--- src/rtl/instruction_fetch_stage.sv ---
// Instruction-fetch stage and IF/ID pipeline register.
// Holds the PC, presents it as the fetch address and chooses the next PC
// (sequential, jump from ID, or taken branch from EX). The fetched word is
// captured with a valid bit and split into the fields the decoder needs.
//
// Flow control: this stage has no valid/ready handshake. The downstream
// hazard unit holds it with 'stall'. While stall is high, pc and the IF/ID
// register keep their values. A taken branch overrides stall because the
// branch is the oldest instruction in flight. A jump is honoured only when
// the ID slot holds a real instruction (id_valid=1).
module instruction_fetch_stage #(
  parameter logic [31:0] PC_RESET = 32'h0000_0000
) (
  input  logic        clk,
  input  logic        reset_n,
  output logic [31:0] imem_addr,
  input  logic [31:0] imem_data,
  input  logic        stall,
  input  logic        jump,
  input  logic        branch_taken,
  input  logic [31:0] branch_target,
  output logic        flush_idex,
  output logic [31:0] id_instr,
  output logic [31:0] id_pc_plus4,
  output logic        id_valid,
  output logic [5:0]  op_code,
  output logic [4:0]  rs,
  output logic [4:0]  rt,
  output logic [4:0]  rd,
  output logic [4:0]  shamt,
  output logic [5:0]  funct,
  output logic [31:0] imm_sext
);

  logic [31:0] pc;
  logic [31:0] pc_plus4;
  logic [31:0] jump_target;
  logic        jump_go;

  assign imem_addr   = pc;
  assign pc_plus4    = pc + 32'd4;
  assign jump_target = {id_pc_plus4[31:28], id_instr[25:0], 2'b00};
  assign jump_go     = jump & id_valid;
  assign flush_idex  = branch_taken;

  // Field outputs are pure slices of the registered instruction, so
  // imem_data never reaches an output combinationally.
  assign op_code  = id_instr[31:26];
  assign rs       = id_instr[25:21];
  assign rt       = id_instr[20:16];
  assign rd       = id_instr[15:11];
  assign shamt    = id_instr[10:6];
  assign funct    = id_instr[5:0];
  assign imm_sext = {{16{id_instr[15]}}, id_instr[15:0]};

  // PC and IF/ID register update: branch > stall > jump > sequential fetch.
  always_ff @(posedge clk or negedge reset_n) begin
    if (!reset_n) begin
      pc          <= PC_RESET;
      id_instr    <= 32'h0000_0000;
      id_pc_plus4 <= 32'h0000_0000;
      id_valid    <= 1'b0;
    end else if (branch_taken) begin
      // Word alignment is forced on the redirect target.
      pc          <= branch_target & ~32'h0000_0003;
      id_instr    <= 32'h0000_0000;
      id_pc_plus4 <= 32'h0000_0000;
      id_valid    <= 1'b0;
    end else if (stall) begin
      pc          <= pc;
      id_instr    <= id_instr;
      id_pc_plus4 <= id_pc_plus4;
      id_valid    <= id_valid;
    end else if (jump_go) begin
      // The word fetched this cycle is on the wrong path and is dropped.
      pc          <= jump_target;
      id_instr    <= 32'h0000_0000;
      id_pc_plus4 <= 32'h0000_0000;
      id_valid    <= 1'b0;
    end else begin
      pc          <= pc_plus4;
      id_instr    <= imem_data;
      id_pc_plus4 <= pc_plus4;
      id_valid    <= 1'b1;
    end
  end

endmodule

--- config.mk ---
export PLATFORM = sky130hd
export DESIGN_NAME = instruction_fetch_stage
export DESIGN_NICKNAME = d
export VERILOG_FILES = /design/src/rtl/instruction_fetch_stage.sv
export SDC_FILE = /design/constraint.sdc
export NUM_CORES = 1
export LEC_CHECK = 0
export ABC_AREA = 1
export CORE_ASPECT_RATIO = 0.8
export CORE_MARGIN = 2
export CORE_UTILIZATION = 35
export DETAILED_ROUTE_END_ITERATION = 8
export PLACE_DENSITY = 0.74
export SLEW_MARGIN = 20
export SYNTH_ARGS = -nofsm -noshare
export SYNTH_HDL_FRONTEND = slang
export SYNTH_SLANG_ARGS = --single-unit
--- constraint.sdc ---
create_clock -name clk -period 2.2 [get_ports clk]
set_input_delay 0.33 -clock clk [delete_from_list [all_inputs] [get_ports clk]]
set_output_delay 0.33 -clock clk [all_outputs]
set_load 0.005 [all_outputs]
Word level (Yosys, flattened, before mapping). Cells that the tools add are included.

Bits in registers: 97. Output and inout bits: 162.

$add $sub $neg: 1. Eq/ne operators: 1. Mux-type cells: 12. Bitwise operators: 1.

Operator list (count): $mux 32 (9); $add 32x3->32 const B (1); $mux 1 (3); $ne 2x1->1 const B (1); $and 1x1->1 (1).

Longest topological paths before layout. Gate-level depths: netlist (run 1).

Depth after elaboration: 4. Depth in mapped cells: 11. Depth with buffers taken out: 11.

Worst setup path before layout (run 1). No wires, ideal clock.

Kind: reg2reg. Start: reg pc[3] (netlist: imem_addr[3]). End: reg pc[30] (netlist: imem_addr[30]). Setup time: 0.126 ns. Arrival time: 1.346 ns. Required time: 2.074 ns. Slack: 0.729 ns. Stages on the path, launching flop included: 11. Clock period less this slack: 1.471 ns. Cell sequence: dfrtp_1 > ha_1 > nand3_2 > nor2_2 > nand3_2 > nor2_2 > nand2_1 > nand2_1 > nand2_1 > nand2_1 > nand2_1.

Longest elaborated chain between the ends: 4.

Ends and longest elaborated chain: start, declared (line 35) `logic [31:0] pc;`; start signal, assigned (line 65) `pc <= branch_target & ~32'h0000_0003;`; start signal, assigned (line 70) `pc <= pc;`; start signal, assigned (line 76) `pc <= jump_target;`; $add 32x3->32 (line 41) `assign pc_plus4 = pc + 32'd4;`; $mux 32 (line 74) `end else if (jump_go) begin`; $mux 32 (line 69) `end else if (stall) begin`; $mux 32 (line 63) `end else if (branch_taken) begin`.

No other way between the ends. The select of a mux whose other input is x is not followed. A chain may end at the register's enable or synchronous reset.

Worst setup path in the final report (run 1).
Start: reg id_instr[15]. End: out id_instr[15].

RTL lines: start, declared (line 23) `output logic [31:0] id_instr,`; start signal, assigned (line 71) `id_instr <= id_instr;`; start signal, assigned (line 82) `id_instr <= imem_data;`.

No word-level cell between the ends.

==> results of run 1 <==
[final cells by class]
cell class / count / area share
timing repair buffer: 242 / 0.327
inverter: 48 / 0.0244
clock inverter: 3 / 0.00880
multi-input combinational: 371 / 0.254
sequential: 94 / 0.318
tap: 184 / 0.0311
clock buffer: 13 / 0.0365
[worst register-to-register path, delay by kind of cell, from the launching register on]
kind / cells / cell delay, ps
AND/OR/NAND/NOR: 6 / 690
flip-flops: 1 / 420
adder cells (fa/ha/maj): 1 / 230
buffers and inverters: 1 / 190
XOR/XNOR: 1 / 160
[flip-flops by register name, indices dropped and copies added (netlist names)]
register and count:
id_pc_plus4 31, imem_addr 30, id_instr 32, id_valid 1
[path summary, 6_finish.rpt]
path,from,to,slack (ps),cells after the start
worst max-delay path,id_instr[15],id_instr[15],210,1
worst min-delay path,reset_n,id_instr[27],480,2
worst max register to register,imem_addr[2],imem_addr[20],400,9
worst min register to register,id_pc_plus4[27],id_pc_plus4[27],480,2
max in group asynchronous,reset_n,id_pc_plus4[9],980,3
min in group clk,id_pc_plus4[27],id_pc_plus4[27],480,2
[synth_stat cells (4+ instances only)]
cell	n	area share
nor2_2	6	0.0075
a21oi_1	7	0.0070
dfrtp_1	94	0.47
o21ai_1	5	0.0050
a221oi_1	16	0.028
a32o_1	4	0.0080
nand3_1	19	0.019
nand4_1	10	0.013
buf_2	14	0.014
nand2_1	185	0.14
inv_2	4	0.0030
a22o_1	22	0.038
buf_4	68	0.10
nor2_4	4	0.0090
xor2_1	12	0.021
clkbuf_1	7	0.0053
inv_1	44	0.033
o21ai_0	17	0.017
nor2_1	47	0.035
[power by group]
group | internal [uW] | leakage, uW | total (uW) | switching [uW]
sequential | 1860 | 0.00123 | 2030 | 167
combinational | 584 | 0.00194 | 991 | 407
clock | 1090 | 0.000166 | 1750 | 658
[metal layers]
layer | part of all wire | wire [microns] | vias to the layer above | global-route usage
met3 | 0.064 | 993 | 11 | 0.0480
met1 | 0.46 | 7230 | 2173 | 0.293
li1 | - | - | 2202 | -
met5 | 0 | 0 | - | 0
met2 | 0.46 | 7160 | 147 | 0.324
met4 | 0.011 | 167 | 0 | 0.0449
[through the flow]
stage          worst slack (ps)  utilization
6_report                    210        0.524
5_1_grt                     108        0.524
4_1_cts                     174        0.524
3_5_place_dp                223        0.500
3_3_place_gp                261        0.500
2_1_floorplan               729            -
[layout by cell type, fill, tap and decap left out, drive strengths merged, types with 2 or more instances in the layout]
cell type / instances
clkdlybuf4s50: 225
buf: 16
conb: 2
o21ai: 22
a22o: 22
nand4: 10
a221oi: 16
bufinv: 2
xor2: 12
a32o: 4
a21oi: 7
nor2: 57
dfrtp: 94
clkbuf: 13
nand3: 22
o22ai: 2
nand2: 187
nor3: 3
inv: 48
o2111ai: 3
[cell families after synthesis]
family	Yosys count	synth area share
AOI/OAI and AO/OA	76	0.111
DFF	94	0.470
and+or+nand+nor	279	0.236
xor gates and xnor gates	13	0.0228
other	1	0.000749
buffers and inverters	137	0.157
adders and majority gates	1	0.00250
==> impl.org, run 1 <==
** Critical path
- On the critical path, the stage with the largest delay is an instance of dfrtp_1.
- Capturing element type of the critical path :: primary output
- Worst path max stage delay :: about 700 ps
- CP Data Required Time :: between 1500 and 2000 ps
- The number of buffers and inverters on the critical path is 1.
- STA classifies the critical path startpoint as a flip-flop.
- Path type of the worst setup path :: flip-flop to primary output
- Critical path's top delay family :: flip-flops
- Crit-path max FO :: 21
- The signal on the critical path passes through clkdlybuf4s50_1.
- STA puts the critical path data arrival time at ~1700 ps.

** Synthesis
- Average cell area after synthesis :: between 8 and 9 sq um
- Yosys mapped a number of flops with a built-in enable equal to 0.
- Async SR Flop Fraction :: 1.00
- The share of the Yosys chip area taken by registers is 0.470.
- Syn. warnings :: 0
- The synthesized design contains 94 register bits.
- Netlist Area Pre-Place :: ~0.005 sq mm
- Post-synthesis cell count :: 601
- For this run, the leading register cell type out of synthesis is dfrtp_1.
- After synthesis, the netlist uses 29 different library cells.

** Cells and area
- The finished layout holds between 900 and 1000 standard cells, fillers aside.
- Registers take roughly 0.0024 sq mm.
- Count of inserted antenna diode cells :: 0
- Layout cells sized above 1 :: 0.0674
- Layout Area Growth over Synthesis :: 47.7%
- Filler instances :: roughly 1300
- # nets final :: 836
- The multi-input combinational cells in the finished layout cover a total of approximately 0.0019 sq mm.
- Once layout is done, the placed cells without fillers occupy approximately 0.0074 sq mm.

** Hold path
- The path class of the tightest hold or removal check is input pin to asynchronous set/reset pin.

** Placed design
- Once detailed placement completed, the half-perimeter wirelength came to around 12 mm.
- Cell area reported after detailed placement :: 0.00705 sq mm
- Routability-driven placement finished with a final weighted congestion of 0.874.
- Buffers placed on the I/O ports in this run total about 230.
- Cells after DPL :: approximately 940

** Routing
- WL/cell :: ~16 microns
- After detailed routing, the number of vias per cell comes to about 4.7.
- The detail route stage leaves a number of antenna-violating nets equal to 0.
- The routed design has around 16 mm of wire.
- Initial detailed-routing violation count :: roughly 210
- Across all layers, the routed design uses about 4500 vias.
- First-pass detailed-route iteration total :: 4
- In the routed design, unresolved DRC markers number 0.

** Timing
- Number of slew-limit violations in the final report :: 0
- Count of endpoints failing setup in the final report :: 0
- Relative slew slack :: 0.625
- Total negative setup slack :: 0 ps
- Setup repair after global routing left no endpoint under its margin.
- At the pin with the least slew margin, the transition time is roughly 560 ps.
- The number of hold-slack violations in the final timing report was 0.
- Of the available clock period, the critical path in the final layout requires 0.904.
- Worst slack on hold paths :: around 480 ps
- Across the routed clock network, the largest skew measured is around 4.8 ps.
- For this run, the top clock speed supported by timing is just over 500 MHz.
- Shortest clock period the worst path allows after layout :: slightly below 2000 ps

** Clocking
- The longest clock path from root to sink contains 2 buffers.
- Number of clock buffers inserted by TritonCTS :: 9
- After clock tree synthesis, the clock-pin slew on the worst setup and hold paths is ~60 ps.
- Source-to-sink clock delay at the later pin of the worst-skew pair :: between 300 and 400 ps
- Count of cells resized by post-cts repair :: 0
- Buffers inserted to repair hold after CTS numbered 1.
- The H-tree was split into 3 levels.
- The clock drives 94 sinks.
- Buffer cell driving the clock tree root :: clkbuf_16
- Post-CTS setup buffer count :: 0
- TritonCTS clock tree :: done

** Flow run
- Number of maximum-capacitance violations :: 0

** Die
- Die footprint :: 0.0153 sq mm
- Total core area :: between 0.01 and 0.015 sq mm
- In this run the count of I/O pins placed on the die edge is between 200 and 250.
- Number of placement rows :: 39
- From left edge to right edge, the die measures around 140 microns.
- Vertical extent of the die :: 111 microns
- The initial utilization of the core area, before any placement, comes to 0.355.

** Pwr
- Total power density per cell area :: about 640 mW/mm^2
- Largest vdd supply drop :: approximately 0.00032 V
- Power consumption :: about 4800 uW
- In this run the static leakage power is roughly 0.0033 uW.

** Global routing
- Initial antenna violation count :: 0
- Number of global-route vias before repair :: ~4600
- The total overflow left after global routing is 0.
- Tot GR Track Use :: 0.207
- Global-route wire length before repair :: between 20 and 25 mm
- Maximum number of pins on one net before global-route repair :: 42

** Run status
- The run finished with clean final reports.
Note: power is estimated with default switching activity, not from simulation.
==> run 2, diff against run 1 <==
--- a/config.mk
+++ b/config.mk
@@ -8,9 +8,9 @@
 export ABC_AREA = 1
 export CORE_ASPECT_RATIO = 0.8
 export CORE_MARGIN = 2
-export CORE_UTILIZATION = 35
+export CORE_UTILIZATION = 45
 export DETAILED_ROUTE_END_ITERATION = 8
-export PLACE_DENSITY = 0.74
+export PLACE_DENSITY = 0.9
 export SLEW_MARGIN = 20
 export SYNTH_ARGS = -nofsm -noshare
 export SYNTH_HDL_FRONTEND = slang
==> run 2 against run 1 <==
Compared with the run above:
- setup slack got worse by 40 ps
- clock skew rose by 3.0 ps
- largest cell class unchanged
- critical path type unchanged
- critical path depth is the same
- routed wire length up 1.3%
- critical endpoint is now imm_sext[17]
- combinational power rose by 0.7%
- via count up 6.3%
- sequential share of layout area up 0.48 points
- final cell count down 4.5%
==> impl.org, run 2 (synthesis results as in run 1) <==
** Clocking
- Count of cells resized by post-cts repair :: 0 (unchanged)
- Level count of the clock H-tree :: 3 (unchanged)
- The clock buffer count from CTS was 9 (unchanged).
- The post-cts hold buffer count was 0 (was 1).
- Clk buf depth :: 2 (unchanged)
- The clock slew at the register clock pins of the worst setup and hold paths is 70 ps (was 60 ps).
- Sinks on Clock Net :: 94 (unchanged)
- The root cell of the clock tree is clkbuf_16 (unchanged).
- TritonCTS clock tree :: done (unchanged)
- Source-to-sink clock delay at the later pin of the worst-skew pair :: 330 ps (was 340 ps)
- Post-CTS setup buffer count :: 0 (unchanged)

** Cells and area
- Largest register FFs :: 32 (unchanged)
- The final design area excluding fillers is 0.00729 sq mm (was 0.00739 sq mm).
- The area growth from synthesis to final layout was 45.6% (was 47.7%).
- The count of inserted antenna diode cells was 0 (unchanged).
- Commonest non-fill, non-tap cell in the layout :: clkdlybuf4s50_1 (unchanged)
- Non-filler instance count after layout :: 912 (was 955)
- Most frequent cells in the layout: clkdlybuf4s50_1 (225), nand2_1 (185), dfrtp_1 (94), nor2_1 (46), inv_1 (44) (unchanged).
- Layout cells sized above 1 :: 0.0651 (was 0.0674)
- Utilization after layout :: 0.672 (was 0.524)
- # nets final :: 833 (was 836)
- Register containing the most flip-flops in the final layout :: id_instr (unchanged)

** Global routing
- Number of global-route vias before repair :: 4769 (was 4560)
- Initial antenna violation count :: 0 (unchanged)
- The overall routing resource usage came to 0.267 (was 0.207).
- GR Util met3 :: 0.0520 (was 0.0480)
- Remaining global-route overflow :: 0 (unchanged)
- Met2 usage in global routing :: 0.445 (was 0.324)
- Global-route wire length before repair :: 25.1 mm (was 24.5 mm)
- The pin count of the biggest net entering global routing came to 70 (was 42).
- The global-route met1 utilization is 0.355 (was 0.293).
- Most utilized layer in the global route result :: met2 (unchanged)

** Routing
- Final routed DRC violation total :: 0 (unchanged)
- WL/cell :: 17.3 microns (was 16.3 microns)
- Initial detailed-routing violation count :: 305 (was 208)
- Antenna-violating nets left :: 0 (unchanged)
- The detailed-router iteration count before antenna repair is 5 (was 4).
- The total length of routed wires is 15.8 mm (was 15.6 mm).
- The count of vias placed by the detailed router is 4818 (was 4533).
- The via-per-instance ratio is 5.28 (was 4.75).

** Timing
- Hold Vio Cnt, Final :: 0 (unchanged)
- Final Skew :: 7.79 ps (was 4.78 ps)
- Worst slack on hold paths :: 14.6 ps (was 477 ps)
- The number of failing setup endpoints in the final timing report was 0 (unchanged).
- Relative slew slack :: 0.564 (was 0.625)
- Setup repair after global routing missed its margin :: false (unchanged)
- The count of pins over their slew limit came to 0 (unchanged).
- The post-route fraction of the period consumed by the critical path came to 0.922 (was 0.904).
- Shortest clock period the worst path allows after layout :: 2030 ps (was 1990 ps)
- Actual transition at the worst max-transition pin :: 653 ps (was 562 ps)
- The maximum clock rate came to 493 MHz (was 503 MHz).
- Total negative setup slack :: 0 ps (unchanged)

** Critical path
- The count of buffer and inverter cells on the critical path was 1 (unchanged).
- The cell count along the critical path came to 1 (unchanged).
- Capturing element type of the critical path :: primary output (unchanged)
- The largest fanout of any net on the critical path is 21 (unchanged).
- Cell Chain, Critical Path :: clkdlybuf4s50_1 (unchanged)
- The maximum cell stage delay along the critical path is 710 ps (was 700 ps).
- The required time of the worst setup path was 1870 ps (about the same).
- Max stage delay cell, worst path :: dfrtp_1 (unchanged)
- The startpoint kind of the worst setup timing path is a flip-flop (unchanged).
- The worst reg2reg path depth was 8 (was 9).
- The category of the critical setup timing path is flip-flop to primary output (unchanged).
- The family of cells with the greatest summed delay on the critical path is flip-flops (unchanged).
- Signal arrival time at the worst endpoint :: 1700 ps (was 1660 ps)

** Placed design
- The number of cells after detailed placement was 896 (was 938).
- Sum of net half-perimeters after detailed placement :: 11.7 mm (about the same)
- Routability Congestion :: 0.945 (was 0.874)
- The number of buffers inserted by port buffering came to 226 (unchanged).
- The cell area after placement came to 0.00698 sq mm (was 0.00705 sq mm).

** Die
- The standard cell core area came to 0.0108 sq mm (was 0.0141 sq mm).
- Vertical extent of the die :: 98.3 microns (was 111 microns)
- The row count is 34 (was 39).
- Die footprint :: 0.0120 sq mm (was 0.0153 sq mm)
- Top-Level Pins :: 231 (unchanged)
- Die Span X :: 122 microns (was 138 microns)
- Effective utilization at floorplan :: 0.461 (was 0.355)

** Pwr
- Largest vdd supply drop :: 0.000398 V (was 0.000322 V)
- Cell leakage power :: 0.00329 uW (was 0.00333 uW)
- The ratio of total power to cell area was 633 mW/mm^2 (was 645 mW/mm^2).

** Run status
- Status :: completed (unchanged)

** Hold path
- Class of the tightest hold or removal check :: input pin to asynchronous set/reset pin (unchanged)

** Flow run
- Number of maximum-capacitance violations :: 0 (unchanged)
==> run 2: cell count changes in the layout (fill, tap and decap cells not counted), sizes merged <==
cell and change:
buf -2, clkbuf -2, clkinvlp +2, clkinv +1, bufinv -1, dlygate4sd3 -1
==> run 2: cell type report <==
cell class	instances	area (sq um)
fillers	859	3560
repair buffers	239	2390
flip-flops and latches	94	2350
multi-input cells	371	1880
clock buffers	11	243
inverters	48	180
well taps	144	180
clock inverters	5	58.8
==> run 2: worst register-to-register path: stages (launching register included) <==
cell and delay, ps:
dfrtp_1 430, ha_1 290, nand3_2 120, nor2_2 170, nand3_2 170, nor2_2 230
xor2_1 230, nand2_1 110, nand2_1 80
==> run 2: per-layer routing <==
layer,up-vias,wire length [microns]
li1,2207,-
met1,2350,6570
met2,237,7640
met3,24,1250
met4,0,304
met5,-,0
==> run 2: report_power, final <==
part | switching (uW) | internal (uW) | total [uW]
clock | 663 | 913 | 1580
combinational | 416 | 582 | 998
sequential | 174 | 1860 | 2040
total | 1250 | 3360 | 4610
==> run 2: worst paths after layout <==
kind | start | endpoint | slack, ps
worst max-delay path | id_instr[15] | imm_sext[17] | 170
worst min-delay path | reset_n | id_instr[27] | 10
worst max register to register | imem_addr[3] | imem_addr[14] | 320
worst min register to register | id_pc_plus4[26] | id_pc_plus4[26] | 480
max in group asynchronous | reset_n | id_instr[16] | 1560
min in group clk | id_pc_plus4[26] | id_pc_plus4[26] | 480
==> run 2: metrics by stage <==
step	worst slack, ps	total power, uW
after floorplan	729	2440
after global placement	231	3030
after detailed placement	84.3	3060
after CTS	172	4630
after global routing	75.5	4810
final	171	4610
